File: src/rtl/tof_ping_scheduler.sv
// Round-robin ultrasonic ping sequencer with emission timestamping and per-receiver first-arrival capture.
// Optional macro TOF_SCHED_IRQ_EN enables ping_done_irq and the CTRL[2] irq_clear bit.
module tof_ping_scheduler #(
    parameter int N_TX         = 4,
    parameter int N_RX         = 4,
    parameter int PULSE_CYCLES = 16,
    parameter int BLANK_CYCLES = 64
) (
    input  logic              clock,
    input  logic              reset,
    input  logic [31:0]       time_cnt,
    input  logic [N_RX-1:0]   rx_event,
    input  logic [7:0]        avalon_slave_address,
    input  logic              avalon_slave_write,
    input  logic [31:0]       avalon_slave_writedata,
    input  logic              avalon_slave_read,
    output logic [31:0]       avalon_slave_readdata,
    output logic              avalon_slave_waitrequest,
    output logic [N_TX-1:0]   piezo_enable,
    output logic              ping_done_irq
);

    localparam logic [2:0] S_IDLE   = 3'd0;
    localparam logic [2:0] S_SELECT = 3'd1;
    localparam logic [2:0] S_EMIT   = 3'd2;
    localparam logic [2:0] S_BLANK  = 3'd3;
    localparam logic [2:0] S_LISTEN = 3'd4;
    localparam logic [2:0] S_DONE   = 3'd5;
    localparam logic [2:0] S_GAP    = 3'd6;

    localparam logic [31:0] PULSE_LD = 32'(PULSE_CYCLES - 1);
    localparam logic [31:0] BLANK_LD = 32'(BLANK_CYCLES - 1);

    logic [2:0]      state_q, state_d;
    logic [2:0]      cur_tx_q, cur_tx_d;
    logic [15:0]     seq_q, seq_d;
    logic            run_q, run_d;
    logic            single_q, single_d;
    logic [N_TX-1:0] mask_q, mask_d;
    logic [31:0]     period_q, period_d;
    logic [31:0]     timeout_q, timeout_d;
    logic [31:0]     emit_time_q, emit_time_d;
    logic [N_RX-1:0] rx_valid_q, rx_valid_d;
    logic [31:0]     rx_delta_q [N_RX];
    logic [31:0]     rx_delta_d [N_RX];
    logic [31:0]     cnt_q, cnt_d;
    logic [31:0]     since_q, since_d;
    logic [N_RX-1:0] rx_s1_q, rx_s2_q, rx_s3_q;
    logic [N_TX-1:0] piezo_q, piezo_d;
    logic            irq_q, irq_d;
    logic            rd_pend_q, rd_pend_d;
    logic [31:0]     readdata_q, readdata_d;

    logic [2:0]      next_tx;
    logic            tx_found;
    logic [N_RX-1:0] rx_rise;
    logic            timeout_hit;
    logic            ctrl_wr;
    logic [31:0]     rd_mux;
    int              idx;

    assign rx_rise     = rx_s2_q & ~rx_s3_q;
    assign timeout_hit = (cnt_q + 32'd1 == timeout_q) || (timeout_q == 32'd0);
    assign ctrl_wr     = avalon_slave_write && (avalon_slave_address == 8'h00);

    // Round-robin search starts one past cur_tx and wraps back onto cur_tx last.
    always_comb begin
        next_tx  = cur_tx_q;
        tx_found = 1'b0;
        idx      = 0;
        for (int i = 1; i <= N_TX; i++) begin
            idx = int'(cur_tx_q) + i;
            if (idx >= N_TX) idx = idx - N_TX;
            if (!tx_found && mask_q[idx]) begin
                tx_found = 1'b1;
                next_tx  = 3'(idx);
            end
        end
    end

    always_comb begin
        state_d     = state_q;
        cur_tx_d    = cur_tx_q;
        seq_d       = seq_q;
        run_d       = run_q;
        single_d    = single_q;
        mask_d      = mask_q;
        period_d    = period_q;
        timeout_d   = timeout_q;
        emit_time_d = emit_time_q;
        rx_valid_d  = rx_valid_q;
        rx_delta_d  = rx_delta_q;
        cnt_d       = cnt_q;
        since_d     = (since_q == 32'hFFFF_FFFF) ? since_q : since_q + 32'd1;
        irq_d       = irq_q;

        case (state_q)
            S_IDLE: begin
                if (run_q || single_q) begin
                    state_d  = S_SELECT;
                    single_d = 1'b0;
                end
            end
            S_SELECT: begin
                rx_valid_d = '0;
                for (int r = 0; r < N_RX; r++) rx_delta_d[r] = 32'hFFFF_FFFF;
                if (tx_found) begin
                    state_d     = S_EMIT;
                    cur_tx_d    = next_tx;
                    cnt_d       = PULSE_LD;
                    since_d     = 32'd0;
                    emit_time_d = time_cnt;
                end else begin
                    state_d = S_IDLE;
                end
            end
            S_EMIT: begin
                if (cnt_q == 32'd0) begin
                    if (BLANK_CYCLES == 0) begin
                        state_d = S_LISTEN;
                        cnt_d   = 32'd0;
                    end else begin
                        state_d = S_BLANK;
                        cnt_d   = BLANK_LD;
                    end
                end else begin
                    cnt_d = cnt_q - 32'd1;
                end
            end
            S_BLANK: begin
                if (cnt_q == 32'd0) begin
                    state_d = S_LISTEN;
                    cnt_d   = 32'd0;
                end else begin
                    cnt_d = cnt_q - 32'd1;
                end
            end
            S_LISTEN: begin
                for (int r = 0; r < N_RX; r++) begin
                    if (rx_rise[r] && !rx_valid_q[r]) begin
                        rx_valid_d[r] = 1'b1;
                        rx_delta_d[r] = time_cnt - emit_time_q;
                    end
                end
                cnt_d = cnt_q + 32'd1;
                if ((&rx_valid_d) || timeout_hit) state_d = S_DONE;
            end
            S_DONE: begin
                seq_d   = seq_q + 16'd1;
                state_d = S_GAP;
            end
            S_GAP: begin
                // since_q counts edges from EMIT entry; +2 covers this cycle and SELECT.
                if ({1'b0, since_q} + 33'd2 >= {1'b0, period_q})
                    state_d = run_q ? S_SELECT : S_IDLE;
            end
            default: state_d = S_IDLE;
        endcase

        if (avalon_slave_write) begin
            case (avalon_slave_address)
                8'h00: begin
                    run_d = avalon_slave_writedata[0];
                    if (avalon_slave_writedata[1]) single_d = 1'b1;
                end
                8'h01: mask_d    = avalon_slave_writedata[N_TX-1:0];
                8'h02: period_d  = avalon_slave_writedata;
                8'h03: timeout_d = avalon_slave_writedata;
                default: ;
            endcase
        end

`ifdef TOF_SCHED_IRQ_EN
        if (ctrl_wr && avalon_slave_writedata[2]) irq_d = 1'b0;
        if (state_q == S_DONE) irq_d = 1'b1;
`else
        irq_d = 1'b0;
`endif

        for (int t = 0; t < N_TX; t++)
            piezo_d[t] = (state_d == S_EMIT) && (cur_tx_d == 3'(t));
    end

    always_comb begin
        rd_mux = 32'hDEAD_BEEF;
        case (avalon_slave_address)
            8'h00: rd_mux = {31'd0, run_q};
            8'h01: rd_mux = 32'(mask_q);
            8'h02: rd_mux = period_q;
            8'h03: rd_mux = timeout_q;
            8'h04: rd_mux = {seq_q, 5'd0, cur_tx_q, 5'd0, state_q};
            8'h05: rd_mux = emit_time_q;
            8'h06: rd_mux = 32'(rx_valid_q);
            default: begin
                for (int r = 0; r < N_RX; r++)
                    if (avalon_slave_address == 8'(8 + r)) rd_mux = rx_delta_q[r];
            end
        endcase
        rd_pend_d  = avalon_slave_read && !rd_pend_q;
        readdata_d = rd_pend_d ? rd_mux : readdata_q;
    end

    always_ff @(posedge clock or posedge reset) begin
        if (reset) begin
            state_q     <= S_IDLE;
            cur_tx_q    <= '0;
            seq_q       <= '0;
            run_q       <= 1'b0;
            single_q    <= 1'b0;
            mask_q      <= '0;
            period_q    <= '0;
            timeout_q   <= 32'h0000_FFFF;
            emit_time_q <= '0;
            rx_valid_q  <= '0;
            for (int r = 0; r < N_RX; r++) rx_delta_q[r] <= 32'hFFFF_FFFF;
            cnt_q       <= '0;
            since_q     <= '0;
            rx_s1_q     <= '0;
            rx_s2_q     <= '0;
            rx_s3_q     <= '0;
            piezo_q     <= '0;
            irq_q       <= 1'b0;
            rd_pend_q   <= 1'b0;
            readdata_q  <= '0;
        end else begin
            state_q     <= state_d;
            cur_tx_q    <= cur_tx_d;
            seq_q       <= seq_d;
            run_q       <= run_d;
            single_q    <= single_d;
            mask_q      <= mask_d;
            period_q    <= period_d;
            timeout_q   <= timeout_d;
            emit_time_q <= emit_time_d;
            rx_valid_q  <= rx_valid_d;
            rx_delta_q  <= rx_delta_d;
            cnt_q       <= cnt_d;
            since_q     <= since_d;
            rx_s1_q     <= rx_event;
            rx_s2_q     <= rx_s1_q;
            rx_s3_q     <= rx_s2_q;
            piezo_q     <= piezo_d;
            irq_q       <= irq_d;
            rd_pend_q   <= rd_pend_d;
            readdata_q  <= readdata_d;
        end
    end

    assign piezo_enable             = piezo_q;
    assign ping_done_irq            = irq_q;
    assign avalon_slave_readdata    = readdata_q;
    assign avalon_slave_waitrequest = avalon_slave_read && !rd_pend_q;

endmodule

File: config.mk
export PLATFORM = sky130hd
export DESIGN_NAME = tof_ping_scheduler
export DESIGN_NICKNAME = d
export VERILOG_FILES = /design/src/rtl/tof_ping_scheduler.sv
export SDC_FILE = /design/constraint.sdc
export NUM_CORES = 1
export LEC_CHECK = 0
export CORE_AREA = 8 8 198 200
export CTS_CLUSTER_SIZE = 12
export DETAILED_ROUTE_END_ITERATION = 7
export DIE_AREA = 0 0 206 208
export GPL_ROUTABILITY_DRIVEN = 0
export PLACE_DENSITY_LB_ADDON = 0.15
export SLEW_MARGIN = 40
export SYNTH_ARGS = -nofsm -noshare
export SYNTH_HDL_FRONTEND = slang
export SYNTH_SLANG_ARGS = --single-unit
export TNS_END_PERCENT = 20
File: constraint.sdc
create_clock -name clock -period 26.8 [get_ports clock]
set_clock_uncertainty 0.15 [all_clocks]
set_input_delay 5.36 -clock clock [delete_from_list [all_inputs] [get_ports clock]]
set_output_delay 5.36 -clock clock [all_outputs]
set_load 0.02 [all_outputs]
==> results of run 1 <==
==> path summary, 6_finish.rpt <==
path,startpoint,endpoint,cells after the start
worst max-delay path,avalon_slave_read,avalon_slave_waitrequest,5
worst max register to register,since_q[1],state_q[1],15
min in group asynchronous,reset,rx_s1_q[2],2
worst min register to register,rx_s1_q[1],rx_s2_q[1],0
worst min-delay path,rx_s1_q[1],rx_s2_q[1],0
max in group asynchronous,reset,timeout_q[24],4
==> final cells by class <==
type                            instances  share of cell area, %
Clock buffer                           66                   5.13
Multi-Input combinational cell       1639                   45.8
Tap cell                              468                   2.44
Sequential cell                       369                   39.2
Clock inverter                          6                  0.359
Inverter                               96                   1.55
Timing Repair Buffer                  139                   5.57
==> routing by layer <==
metal | up-vias | wire [um] | track usage [%]
met5 | - | 0 | 0
met4 | 0 | 2180 | 10.2
met3 | 137 | 4760 | 3.87
met2 | 808 | 28900 | 45.2
met1 | 8870 | 26300 | 40.7
li1 | 8180 | - | -
==> cells by family after synthesis <==
| group | synth area share, % |
|---|---|
| other cells | 0.0176 |
| xor+xnor | 5.59 |
| mux | 8.47 |
| buf+inv | 4.54 |
| fa+ha+maj | 4.44 |
| compound gates | 16.0 |
| simple gates | 16.7 |
| flops | 44.2 |
==> critical path, cell delays in order <==
cell	delay [ns]
clkdlybuf4s50_1	0.43
nand2b_2	0.08
buf_4	0.46
inv_1	0.12
clkdlybuf4s50_1	0.58
==> flip-flops by register name (all words and copies together), names as in the netlist, 16 cells and up <==
name	count
cnt_q	32
seq_q	16
period_q	32
avalon_slave_readdata	32
since_q	32
emit_time_q	32
timeout_q	32
rx_delta_q	128
==> placed cells by master, fill, tap and decap left out, drive strengths merged, types with 7 or more instances in the layout <==
cell type	netlist	layout
mux4	34	34
nand2b	13	13
o22ai	18	18
inv	96	97
and2	14	14
o21ai	149	149
xnor2	74	74
clkdlybuf4s50	0	114
o211ai	7	7
mux2	87	87
nor2	210	210
or3	12	12
xor2	62	62
a21o	22	22
nor4	25	25
a21oi	152	152
a211oi	18	18
ha	74	74
a22oi	18	18
and3	22	22
dfrtp	225	225
nor2b	21	21
clkbuf	107	66
o31ai	9	9
buf	40	25
or2	13	13
o21bai	7	7
dfstp	144	144
nor3	71	71
a221o	9	9
and4	7	7
a31oi	75	75
a221oi	22	22
nand4	56	56
nand2	216	216
nand3	48	48
==> stage by stage <==
step	cell area, um^2	utilization (%)	hold slack, ns	setup slack (ns)
2_1_floorplan	21300	-	0.181	11.28
4_1_cts	24000	66.6	0.205	14.24
6_report	24000	66.6	0.201	14.26
3_5_place_dp	22700	62.9	0.192	14.24
3_3_place_gp	22700	62.8	0.187	14.29
5_1_grt	24000	66.6	0.215	14.14
==> where the power goes <==
part	internal [W]	switching (W)	total (W)	leakage (nW)
clock network	0.000333	0.000230	0.000563	0.640
registers	0.000627	0.000101	0.000728	4.41
logic	0.000252	0.000429	0.000681	4.83
total	0.00121	0.000759	0.00197	9.88
==> reports/metrics.yaml, run 1 <==
power:
  p_leak_nw: 9.88
  irDropWorstVdd_mv: 0.0812
  power_w: 0.00197
  p_per_area_nw_per_um2: 82.0
sta:
  setup_viol: 0
  fmax_mhz: 79.7
  setup_tns_ns: 0
  hold_viol_final: 0
  finalCriticalPeriod_ns: 12.54
  slew_viol_final: 0
  fin_crit_sh_pct: 46.8
  slew-limit-headroom_pct: 46.9
  rsz0062_at_grt: "no"
  worstMarginPinSlew_ns: 0.789
clock_network:
  clockBufferDepth: 3
  worstSkewPairLatency_ns: 0.57
  cts_tree: "yes"
  htree_levels: 2
  clock_sinks: 369
  clk_pin_slew_ns: 0.05
  post-cts-setup-buffer-count: 0
  cts-root-buf: "clkbuf_16"
  cts.hold.buffers_added: 0
  cts_inserted_buffers: 41
  postCtsResizedCells: 0
placement:
  place_inst: 2711
  hpwlAfterDp_um: 43600
  port-buffer-count: 116
route:
  wl_um: 62200
  drc: 0
  dr.first_iter.drc_count: 1785
  firstDrtPassIters: 6
  dr_total_vias: 18000
  vias_per_cell: 6.47
  avgRoutedWirePerCell_um: 22.3
  ant_nets: 0
floorplan:
  core_area_um2: 36100
  io_pins: 118
  die_w_um: 206
  die_h_um: 208
  start_util_pct: 59.0
  die_area_um2: 42800
  fp-row-count: 70
yosys:
  postSynthAreaPerCell_um2: 9.46
  synth_area_leaders: "dfrtp_1, dfstp_2, mux2_2, ha_1, nand2_1"
  ys_warn_count: 0
  syn-num-nets: 2406
  syn_inst: 2251
  yosys-top-cells-count: "dfrtp_1, nand2_1, nor2_1, a21oi_1, dfstp_2"
  synth_largest_area_cell: "dfrtp_1"
  yosys.area.top_type_share_pct: 26.4
  synth_enable_flop_cells: 0
  synth_cell_types: 81
  syn_area_um2: 21300
  ys_ff_latch: 369
  synthMostInstantiatedCell: "dfrtp_1"
  synthArstFlopShare_pct: 100
  yosysSeqAreaShare_pct: 44.2
  synth_ff_type: "dfrtp_1"
grt:
  grt_use_total_pct: 28.9
  gr-total-overflow: 0
  grt_max_degree: 136
  grt_antenna_before_repair: 1
  grt_pass1_wl_um: 98400
  first_global_vias: 17300
cells_and_area:
  final_cells: 2783
  areaGrowthSynthToFinish_pct: 12.8
  regArea_um2: 9410
  multi_input_area_um2: 11000
  diodes: 0
  drive_above_1_share_pct: 16.6
  nNetsFinal: 2441
  fill_cells: 2835
setup_path:
  worstPathRequired_ns: 21.29
  reg2reg_setup_slack_ns: 21.59
  cp_data_arrival_time_ns: 7.03
  start_kind: "input port"
  worstPathMaxFanout: 65
  path_class: "in2out"
  critPathCaptureType: "output pin"
worst_hold_path:
  hold_path_class: "reg2reg"
status:
  status: "completed"
run:
  maxCapViolCount: 0
(Power assumes the default switching activity.)
==> run 2: changes to the inputs <==
--- a/config.mk
+++ b/config.mk
@@ -5,10 +5,10 @@
 export SDC_FILE = /design/constraint.sdc
 export NUM_CORES = 1
 export LEC_CHECK = 0
-export CORE_AREA = 8 8 198 200
+export CORE_AREA = 8 8 206 208
 export CTS_CLUSTER_SIZE = 12
 export DETAILED_ROUTE_END_ITERATION = 7
-export DIE_AREA = 0 0 206 208
+export DIE_AREA = 0 0 214 216
 export GPL_ROUTABILITY_DRIVEN = 0
 export PLACE_DENSITY_LB_ADDON = 0.15
 export SLEW_MARGIN = 40
==> constraint.sdc (replaced) <==
create_clock -name clock -period 10.7 [get_ports clock]
set_clock_uncertainty 0.15 [all_clocks]
set_input_delay 2.14 -clock clock [delete_from_list [all_inputs] [get_ports clock]]
set_output_delay 2.14 -clock clock [all_outputs]
set_load 0.02 [all_outputs]
==> run 2 against run 1 <==
Register-to-register slack lost 16 ns. Non-clock buffer count increased by 1. First-iteration DRC count up 2.9%. Sequential power rose to 2.5 times the previous value. Largest cell class unchanged. Count of clock-buffer cells in the layout is 2 lower. Sequential share of layout area fell by 0.32 points.
==> reports/metrics.yaml, run 2 (same netlist as run 1, synthesis figures left out) <==
power:
  irDropWorstVdd_mv: 0.129  # was 0.0812 mV
  p_per_area_nw_per_um2: 207  # was 82.0 nW/um^2
  p_leak_nw: 9.93  # was 9.88 nW
grt:
  grt_antenna_before_repair: 0  # was 1
  gr-total-overflow: 0  # unchanged
  first_global_vias: 17300  # about the same
  grt_max_degree: 156  # was 136
  grt_use_total_pct: 26.5  # was 28.9%
  grt_pass1_wl_um: 98600  # was 98,400 um
sta:
  worstMarginPinSlew_ns: 0.828  # was 0.789 ns
  setup_viol: 0  # unchanged
  slew_viol_final: 0  # unchanged
  finalCriticalPeriod_ns: 6.08
  rsz0062_at_grt: "no"  # unchanged
  hold_viol_final: 0  # unchanged
  fin_crit_sh_pct: 56.8
  fmax_mhz: 165
  setup_ws_ns: 4.62  # was 14.26 ns
  slew-limit-headroom_pct: 44.7  # was 46.9%
  setup_tns_ns: 0  # unchanged
floorplan:
  die_h_um: 216  # was 208 um
  fp-row-count: 73  # was 70
  core_area_um2: 39200  # was 36,100 um^2
  start_util_pct: 54.4  # was 59.0%
  io_pins: 118  # unchanged
  die_w_um: 214  # was 206 um
  die_area_um2: 46200  # was 42,800 um^2
clock_network:
  postCtsResizedCells: 0  # unchanged
  post-cts-setup-buffer-count: 0  # unchanged
  clock_sinks: 369  # unchanged
  cts-root-buf: "clkbuf_16"  # unchanged
  clk_pin_slew_ns: 0.06  # was 0.05 ns
  cts_inserted_buffers: 42  # was 41
  worstSkewPairLatency_ns: 0.58  # was 0.57 ns
  htree_levels: 2  # unchanged
  clockBufferDepth: 3  # unchanged
  cts.hold.buffers_added: 0  # unchanged
  cts_tree: "yes"  # unchanged
setup_path:
  cp_data_arrival_time_ns: 3.79  # was 7.03 ns
  slowest_stage: "clkdlybuf4s50_1"  # unchanged
  path_class: "in2out"  # unchanged
  critPathCaptureType: "output pin"  # unchanged
  r2r-start: "since_q[2]"  # was since_q[1]
  crit_end: "avalon_slave_waitrequest"  # unchanged
  r2r_end: "state_q[0]"  # was state_q[1]
  worstPathMaxFanout: 65  # unchanged
  reg2reg_depth: 15  # unchanged
  reg2reg_setup_slack_ns: 5.48  # was 21.59 ns
  crit_top_cell: "clkdlybuf4s50_1"  # unchanged
  worstPathRequired_ns: 8.41  # was 21.29 ns
  start_kind: "input port"  # unchanged
  critPathLaunch: "avalon_slave_read"  # unchanged
  max_stage_delay_ns: 0.57  # was 0.58 ns
  worstPathCellList: "clkdlybuf4s50_1, nand2b_2, buf_4, inv_1, clkdlybuf4s50_1"  # unchanged
cells_and_area:
  areaGrowthSynthToFinish_pct: 13.7  # was 12.8%
  diodes: 0  # unchanged
  largest_reg_flops: 128  # unchanged
  layout_common_cells: "dfrtp_1, nand2_1, nor2_1"  # unchanged
  nNetsFinal: 2443  # was 2,441
  final_common_cell: "dfrtp_1"  # unchanged
  fill_cells: 3210  # was 2,835
  drive_above_1_share_pct: 17.1  # was 16.6%
  regMostFlops: "rx_delta_q"  # unchanged
placement:
  port-buffer-count: 116  # unchanged
  place_ws_ns: 4.62  # was 14.24 ns
  hpwlAfterDp_um: 44100  # was 43,600 um
worst_hold_path:
  hold_path_class: "reg2reg"  # unchanged
route:
  vias_per_cell: 6.23  # was 6.47
  ant_nets: 0  # unchanged
  avgRoutedWirePerCell_um: 21.9  # was 22.3 um
  dr_total_vias: 17700  # was 18,000
  wl_um: 62200  # about the same
  drc: 0  # unchanged
  firstDrtPassIters: 7  # was 6
  dr.first_iter.drc_count: 1836  # was 1,785
run:
  maxCapViolCount: 0  # unchanged
status:
  status: "completed"  # unchanged
==> run 2: cell count changes in the layout (fill, tap and decap cells not counted), sizes merged <==
cell	delta
inv	-2
clkinv	+6
clkinvlp	+2
buf	+1
clkbuf	-2
==> run 2: stage by stage <==
step | util (%) | cells | total power [W] | cell area [um^2] | hold slack [ns]
after floorplan | - | 2251 | 0.00301 | 21300 | 0.181
after global placement | 58.0 | 2768 | 0.00346 | 22700 | 0.184
after detailed placement | 58.2 | 2768 | 0.00352 | 22800 | 0.187
after CTS | 61.7 | 2844 | 0.00500 | 24200 | 0.200
after global routing | 61.8 | 2845 | 0.00527 | 24200 | 0.203
final | 61.8 | 2845 | 0.00501 | 24200 | 0.195
==> run 2: routing by layer <==
| metal | wire length, um | up-vias | track usage [%] |
|---|---|---|---|
| met2 | 29600 | 660 | 43.2 |
| met5 | 0 | - | 0 |
| li1 | - | 8171 | - |
| met1 | 26400 | 8745 | 35.1 |
| met4 | 2270 | 0 | 10.3 |
| met3 | 3940 | 136 | 4.29 |
==> run 2: where the power goes <==
group	switching [W]	internal, W	total [W]	leakage [nW]
clock network	0.000603	0.000866	0.00147	0.687
registers	0.000247	0.00157	0.00182	4.41
logic	0.00109	0.000633	0.00172	4.84
==> run 2: worst min-delay path by stage <==
stage,to,slack (ns),startpoint,cells past startpoint
final,rx_s2_q[0],0.20,rx_s1_q[0],0
after global placement,rx_s2_q[1],0.18,rx_s1_q[1],0
after CTS,rx_s2_q[0],0.20,rx_s1_q[0],0
after detailed placement,rx_s2_q[0],0.19,rx_s1_q[0],0
after floorplan,rx_s2_q[0],0.18,rx_s1_q[0],0
after global routing,rx_s2_q[0],0.20,rx_s1_q[0],0
==> run 2: worst max-delay path: cells and delay by family <==
kind                   cells  cell delay [ns]
buffers and inverters      4             1.58
AND/OR/NAND/NOR            1             0.06
==> run 2: cell type report <==
type                            instances  area (um^2)  share of cell area (%)
Timing Repair Buffer                  140         1380                    5.68
Tap cell                              525          657                    2.71
Multi-Input combinational cell       1639        11000                    45.4
Clock buffer                           64         1260                    5.22
Inverter                               96          364                    1.50
Sequential cell                       369         9410                    38.9
Clock inverter                         12          141                   0.584
==> run 3: changes to the inputs <==
==> constraint.sdc (replaced) <==
create_clock -name clock -period 5.4 [get_ports clock]
set_clock_uncertainty 0.15 [all_clocks]
set_input_delay 1.08 -clock clock [delete_from_list [all_inputs] [get_ports clock]]
set_output_delay 1.08 -clock clock [all_outputs]
set_load 0.02 [all_outputs]
==> run 3 against run 2 <==
Critical path depth rose by 10. Routed wire length increased by 1.8%. Combinational power grew 100%. Count of clock-buffer cells in the layout fell by 2. Global-route usage increased by 0.38 points. Core utilization is 0.28 points higher. Critical endpoint is now state_q[1]. Largest cell class unchanged.
==> reports/metrics.yaml, run 3 (same netlist as run 1, synthesis figures left out) <==
clock_network:
  clockBufferDepth: 3  # unchanged
  cts-root-buf: "clkbuf_16"  # unchanged
  htree_levels: 2  # unchanged
  worstSkewPairLatency_ns: 0.57  # was 0.58 ns
  cts.hold.buffers_added: 0  # unchanged
  cts_tree: "yes"  # unchanged
  clock_sinks: 369  # unchanged
  cts_inserted_buffers: 41  # was 42
  clk_pin_slew_ns: 0.06  # about the same
  postCtsResizedCells: 0  # unchanged
  post-cts-setup-buffer-count: 0  # unchanged
grt:
  grt_use_total_pct: 26.9  # was 26.5%
  grt_antenna_before_repair: 1  # was 0
  grt_pass1_wl_um: 101000  # was 98,600 um
  grt_max_degree: 136  # was 156
  first_global_vias: 17800  # was 17,300
  gr-total-overflow: 0  # unchanged
floorplan:
  start_util_pct: 54.4  # unchanged
  fp-row-count: 73  # unchanged
  io_pins: 118  # unchanged
  core_area_um2: 39200  # unchanged
  die_h_um: 216  # unchanged
  die_w_um: 214  # unchanged
  die_area_um2: 46200  # unchanged
route:
  dr_total_vias: 17900  # was 17,700
  dr.first_iter.drc_count: 2069  # was 1,836
  firstDrtPassIters: 6  # was 7
  avgRoutedWirePerCell_um: 22.1  # was 21.9 um
  vias_per_cell: 6.27  # was 6.23
  drc: 0  # unchanged
  wl_um: 63300  # was 62,200 um
  ant_nets: 0  # unchanged
sta:
  whs_ns: 0.192  # was 0.195 ns
  fin_crit_sh_pct: 88.2
  slew_viol_final: 0  # unchanged
  fmax_mhz: 210
  worstMarginPinSlew_ns: 0.821  # was 0.828 ns
  setup_tns_ns: 0  # unchanged
  hold_viol_final: 0  # unchanged
  finalCriticalPeriod_ns: 4.77
  slew-limit-headroom_pct: 45.2  # was 44.7%
  setup_viol: 0  # unchanged
  rsz0062_at_grt: "no"  # unchanged
cells_and_area:
  final_cells: 2860  # was 2,845
  design_area_um2: 24300  # was 24,200 um^2
  layout_common_cells: "dfrtp_1, nand2_1, nor2_1"  # unchanged
  nNetsFinal: 2459  # was 2,443
  drive_above_1_share_pct: 17.4  # was 17.1%
  largest_reg_flops: 128  # unchanged
  regMostFlops: "rx_delta_q"  # unchanged
  diodes: 0  # unchanged
  final_common_cell: "dfrtp_1"  # unchanged
  fill_cells: 3239  # was 3,210
  areaGrowthSynthToFinish_pct: 14.2  # was 13.7%
setup_path:
  worstPathMaxFanout: 11  # was 65
  worstPathRequired_ns: 5.70  # was 8.41 ns
  path_class: "reg2reg"  # was in2out
  critPathCaptureType: "flop"  # was output pin
  cp_data_arrival_time_ns: 5.06  # was 3.79 ns
  start_kind: "flop"  # was input port
run:
  maxCapViolCount: 0  # unchanged
power:
  irDropWorstVdd_mv: 0.267  # was 0.129 mV
  power_w: 0.00992  # was 0.00501 W
  p_leak_nw: 10.0  # was 9.93 nW
  p_per_area_nw_per_um2: 407  # was 207 nW/um^2
worst_hold_path:
  hold_path_class: "reg2reg"  # unchanged
status:
  status: "completed"  # unchanged
placement:
  hpwlAfterDp_um: 45600  # was 44,100 um
  dpl-instance-area_um2: 23000  # was 22,800 um^2
  place_inst: 2786  # was 2,768
  port-buffer-count: 116  # unchanged
==> run 3: changes by cell type in the layout (fill, tap and decap cells not counted), sizes merged <==
cell / before / now
buf: 26 / 43
bufinv: 2 / 3
clkbuf: 64 / 62
clkinvlp: 3 / 1
inv: 95 / 96
==> run 3: critical path, cell delays in order, from the launching register on <==
cell       delay, ns
dfrtp_1         0.42
ha_1            0.24
nand3_1         0.21
nor3_2          0.34
and4_1          0.33
and3_1          0.25
and3_1          0.23
and3_1          0.41
nand2_1         0.12
xnor2_1         0.16
ha_1            0.31
nand4_1         0.14
or4_1           0.53
o2111ai_1       0.34
o22ai_1         0.15
a211o_1         0.32
==> run 3: power by group <==
group          total, W  switching [W]  internal (W)
clock network   0.00285        0.00117       0.00168
logic           0.00346        0.00217       0.00129
registers       0.00360       0.000492       0.00311
==> run 3: cell type report <==
type | count | area (um^2) | area share [%]
Clock buffer | 62 | 1200 | 4.92
Clock inverter | 12 | 161 | 0.663
Inverter | 96 | 364 | 1.50
Multi-Input combinational cell | 1639 | 11000 | 45.1
Sequential cell | 369 | 9410 | 38.7
Tap cell | 525 | 657 | 2.70
Timing Repair Buffer | 157 | 1560 | 6.42
==> run 3: worst paths after layout <==
check                           start              to  slack, ns  depth (start not counted)
max                        since_q[2]      state_q[1]       0.63                         15
min                        rx_s1_q[2]      rx_s2_q[2]       0.19                          0
max reg2reg                since_q[2]      state_q[1]       0.63                         15
min reg2reg                rx_s1_q[2]      rx_s2_q[2]       0.19                          0
max in group asynchronous       reset    period_q[18]       3.10                          5
min in group asynchronous       reset  emit_time_q[4]       0.65                          2
==> run 3: layer usage <==
layer,vias up,track usage [%],wire length (um)
li1,8198,-,-
met5,-,0,0
met3,115,3.15,3790
met2,657,44.4,30300
met1,8957,36.3,27300
met4,0,9.34,1880
==> run 3: stage by stage <==
stage	util, %	setup slack, ns
2_1_floorplan	-	-0.665
3_3_place_gp	58.4	0.843
3_5_place_dp	58.6	0.694
4_1_cts	62.1	0.679
5_1_grt	62.1	0.324
6_report	62.1	0.635
